<file path="src/rtl/pwm_pkg.sv">
// rtl/pwm_pkg.sv - shared types and constants for the PWM capture block
package pwm_pkg;

  typedef enum logic [1:0] {
    IDLE    = 2'd0,
    MEASURE = 2'd1,
    STUCK   = 2'd2
  } state_t;

  localparam int CNT_W_DEF = 6;
  localparam int MAX_DEF   = (1 << CNT_W_DEF) - 1;

  function automatic int cnt_max(input int w);
    return (1 << w) - 1;
  endfunction

endpackage

</file>
<file path="src/rtl/pwm_sync.sv">
// rtl/pwm_sync.sv - multi-flop synchroniser for the asynchronous PWM input
module pwm_sync #(
  parameter int SYNC_STAGES = 2
) (
  input  logic clk_in,
  input  logic rst,
  input  logic din,
  output logic s
);

  logic [SYNC_STAGES-1:0] chain;

  always_ff @(posedge clk_in or posedge rst) begin
    if (rst) chain <= '0;
    else     chain <= {chain[SYNC_STAGES-2:0], din};
  end

  assign s = chain[SYNC_STAGES-1];

endmodule

</file>
<file path="src/rtl/pwm_capture.sv">
// rtl/pwm_capture.sv - measures PWM high time and period, flags a static line
module pwm_capture
  import pwm_pkg::*;
#(
  parameter int CNT_W       = CNT_W_DEF,
  parameter int SYNC_STAGES = 2
) (
  input  logic             clk_in,
  input  logic             rst,
  input  logic             en,
  input  logic             pwm_in,
  output logic [CNT_W-1:0] duty_out,
  output logic [CNT_W-1:0] period_out,
  output logic             valid,
  output logic             stuck,
  output logic             level_out
);

  localparam logic [CNT_W-1:0] MAX = CNT_W'(cnt_max(CNT_W));

  logic             s;
  logic             s_prev;
  logic             rise;
  state_t           state;
  state_t           next_state;
  logic [CNT_W-1:0] period_cnt;
  logic [CNT_W-1:0] high_cnt;
  logic [CNT_W-1:0] duty_d;
  logic [CNT_W-1:0] period_d;
  logic             valid_d;
  logic             stuck_d;

  pwm_sync #(.SYNC_STAGES(SYNC_STAGES)) u_sync (
    .clk_in (clk_in),
    .rst    (rst),
    .din    (pwm_in),
    .s      (s)
  );

  assign rise      = s & ~s_prev;
  assign level_out = s;

  always_ff @(posedge clk_in or posedge rst) begin
    if (rst) s_prev <= 1'b0;
    else     s_prev <= s;
  end

  always_ff @(posedge clk_in or posedge rst) begin
    if (rst) state <= IDLE;
    else     state <= next_state;
  end

  // A rise always wins over saturation, so a period of exactly MAX is still reported.
  always_comb begin
    next_state = state;
    if (!en)
      next_state = IDLE;
    else if (rise)
      next_state = MEASURE;
    else if (state != STUCK && period_cnt == MAX)
      next_state = STUCK;
  end

  always_ff @(posedge clk_in or posedge rst) begin
    if (rst) begin
      period_cnt <= '0;
      high_cnt   <= '0;
    end else if (!en) begin
      period_cnt <= '0;
      high_cnt   <= '0;
    end else if (rise) begin
      period_cnt <= CNT_W'(1);
      high_cnt   <= CNT_W'(1);
    end else begin
      if (period_cnt != MAX)
        period_cnt <= period_cnt + 1'b1;
      if (state == MEASURE && s && high_cnt != MAX)
        high_cnt <= high_cnt + 1'b1;
    end
  end

  // The first rise after IDLE or STUCK only starts a period; it never reports one.
  always_comb begin
    duty_d   = duty_out;
    period_d = period_out;
    stuck_d  = stuck;
    valid_d  = 1'b0;
    if (en) begin
      if (next_state == STUCK) begin
        stuck_d  = 1'b1;
        period_d = '0;
        duty_d   = s ? MAX : '0;
      end else if (rise) begin
        stuck_d = 1'b0;
        if (state == MEASURE) begin
          valid_d  = 1'b1;
          duty_d   = high_cnt;
          period_d = period_cnt;
        end
      end
    end
  end

  always_ff @(posedge clk_in or posedge rst) begin
    if (rst) begin
      duty_out   <= '0;
      period_out <= '0;
      valid      <= 1'b0;
      stuck      <= 1'b0;
    end else begin
      duty_out   <= duty_d;
      period_out <= period_d;
      valid      <= valid_d;
      stuck      <= stuck_d;
    end
  end

endmodule

</file>
<file path="config.mk">
export PLATFORM = sky130hd
export DESIGN_NAME = pwm_capture
export DESIGN_NICKNAME = d
export VERILOG_FILES = /design/src/rtl/pwm_pkg.sv /design/src/rtl/pwm_sync.sv /design/src/rtl/pwm_capture.sv
export SDC_FILE = /design/constraint.sdc
export NUM_CORES = 1
export LEC_CHECK = 0
export ABC_AREA = 1
export CORE_ASPECT_RATIO = 1.75
export CORE_UTILIZATION = 35
export DETAILED_ROUTE_END_ITERATION = 6
export HOLD_SLACK_MARGIN = 0.03
export PLACE_DENSITY = 0.57
export SLEW_MARGIN = 20
export SYNTH_ARGS = -nofsm -noshare
export SYNTH_HDL_FRONTEND = slang
export SYNTH_SLANG_ARGS = --single-unit
</file>
<file path="constraint.sdc">
create_clock -name clk_in -period 4.4 [get_ports clk_in]
set_input_delay 0.88 -clock clk_in [delete_from_list [all_inputs] [get_ports clk_in]]
set_output_delay 0.88 -clock clk_in [all_outputs]
set_load 0.01 [all_outputs]
</file>
==> key figures <==
Timing
  – TNS Setup: 0 ps
  – Fin worst setup slack: 1930 ps
  – Max Clock Freq: 0.405 GHz
  – Slew @ Worst Pin: 387 ps
  – RSZ-0062 raised after global routing: no
  – Final period util: 56.2%
  – Hold Vio Cnt, Final: 0
  – Hold WS: 358 ps
  – Max-slew violations: 0
  – Final setup vio count: 0
  – Relative slew slack: 74.2%
  – Final min period: 2470 ps
  – Skew final: 6.99 ps

Route
  – First-pass DRT Iterations: 4
  – Total Wirelength: 2810 um
  – DRC: 0
  – Drt initial violations: 17
  – Avg WL per Cell: 11.7 um
  – DR vias/cell: 4.88
  – Routed via count: 1167
  – ANT nets after route: 0

Power
  – Net Sw Frac: 22.5%
  – Gate power share: 9.0%
  – Int Pwr: 509 uW
  – Switching power: 148 uW
  – Tot Pwr: 656 uW
  – PwrDens: 370 nW/um2
  – Largest vdd supply drop: 0.000219 V
  – P_leak: 0.888 nW
  – Seq pwr share: 47.0%
  – Power share of the clock group: 44.1%

CTS
  – Post-cts hold buffer count: 0
  – Postcts setup bufs: 0
  – TritonCTS clock tree: built
  – Htree depth: 2
  – Clock transition at path regs: 70 ps
  – CTS Buf Count: 5
  – Cts repair resizes: 0
  – Clk Latency, worst-skew pair: 280 ps
  – Root Driver: clkbuf_8
  – CTS sink count: 31
  – Worst-case clock buffer depth: 2

Run
  – Max cap viols: 0

Final layout
  – Most common cell after layout, fill and taps aside: nand2_1
  – Layout area overhead: 24.1%
  – Fill count: 404
  – Commonest cells after routing, fill and taps aside: nand2_1 (48), dfrtp_1 (31), nand3_1 (23)
  – Footprint of the multi-input gates: 572 um2
  – Nets: 196
  – Ant diodes: 0
  – Non-filler cells, final: 239
  – Reg area: 776 um2
  – Layout cells sized above 1: 9.42%

Floorplan
  – Die area: 4350 um2
  – Row cnt: 30
  – Core region area: 3900 um2
  – Die Span Y: 86.5 um
  – Top-Level Pins: 19
  – Die W: 50.3 um
  – Initial Util: 36.6%

Critical path
  – Crit-path max FO: 20
  – Required time worst endpoint: 4570 ps
  – CP endpoint kind: flip-flop
  – Setup CP Type: in2reg
  – Critical path arrival: 2640 ps
  – CP startpoint kind: input pin

Global routing
  – Global route overflow: 0
  – Largest net degree at the start of global routing: 32
  – Total track usage: 15.2%
  – Vias in the first global route: 1128
  – First-pass GRT wire length: 4950 um
  – Initial antenna violation count: 0

Status
  – Outcome: finished, final reports clean

Yosys
  – Biggest area consumer among synthesized cells: dfrtp_1
  – Top post-synthesis cells by area: dfrtp_1 (54%), nand2_1 (13%), nand3_1 (8.1%)
  – Netlist cell types: 22
  – Net Count, Synth: 173
  – Mapped Avg Cell Area: 8.56 um2
  – Yosys reg bits: 31
  – Post-synth top area share: 54.3%
  – Post-Syn Area: 1430 um2
  – Synthesized netlist cell count: 167
  – Sequential element share of the synthesized area: 54.3%
  – Yosys warnings: 0

Placement
  – IO Port Bufs: 18
  – Place WS: 1650 ps
  – Placed Instances: 231
  – DP Wirelength: 2050 um
  – GPL Wtd Cong: 0.819

Min path
  – Hold crit path type: reg2reg
## flip-flops by register name (all words and copies together) (netlist names), 2 cells and up
name / count
u_sync.chain: 2
high_cnt: 6
state: 2
period_cnt: 6
period_out: 6
duty_out: 6
## worst max-delay path, cell delays in order
cell and delay, ps:
clkdlybuf4s50_1 630, inv_2 100, a21oi_4 250, nand2_2 130, nand2_2 100, nand2_2 230
nand2_1 140, nand2_1 60, nand2_1 70, nand2_1 50
## cells by family after synthesis
| logic type | count (synthesis) | share of synthesized area, % |
|---|---|---|
| buf+inv | 19 | 5.69 |
| compound gates | 22 | 8.93 |
| simple gates | 91 | 28.1 |
| fa+ha+maj | 2 | 1.75 |
| flops | 31 | 54.3 |
| xor+xnor | 2 | 1.23 |
## synth_stat cells, drive strengths merged
master,number
a31oi,1
a21oi,7
nor3,1
xor2,2
dfrtp,31
nand2,53
ha,2
o211ai,1
buf,3
a21boi,1
nor2,12
inv,16
nand3,23
nor3b,2
o21ai,12
## per-layer routing
layer	share of wire, %	up-vias	GRT usage, %
li1	-	588	-
met3	4.6	5	4.91
met1	44	542	17.1
met5	0	-	0
met4	2.2	0	7.32
met2	50	32	25.6
## final cells by class
type,count,share of cell area [%]
multi-input cells,117,32.3
clock inverters,2,1.98
clock buffers,6,4.66
well taps,48,3.39
inverters,16,3.39
repair buffers,19,10.6
flip-flops and latches,31,43.8
## path summary, 6_finish.rpt
path | from | end | slack, ps | cells after the start
worst max-delay path | en | duty_out[1] | 1930 | 10
worst min-delay path | u_sync.chain[0] | u_sync.chain[1] | 360 | 0
worst max register to register | period_cnt[1] | duty_out[1] | 2650 | 10
worst min register to register | u_sync.chain[0] | u_sync.chain[1] | 360 | 0
max in group asynchronous | rst | duty_out[3] | 3140 | 3
min in group asynchronous | rst | u_sync.chain[1] | 980 | 3
## per-stage QoR
stage	util, %	instance area [um2]
finish	45.4	1770
global route	45.4	1770
CTS	45.4	1770
detailed placement	42.4	1660
global placement	42.4	1660
floorplan	-	1430
## power groups by stage
stage | Combinational, mW | Sequential, mW | Clock (mW)
4_1_cts | 0.0601 | 0.308 | 0.297
3_5_place_dp | 0.0597 | 0.314 | 0
6_report | 0.0589 | 0.308 | 0.289
5_1_grt | 0.0663 | 0.311 | 0.311
3_3_place_gp | 0.0593 | 0.313 | 0
2_1_floorplan | 0.0292 | 0.315 | 0
No activity file was read; power rests on OpenSTA's default activity.
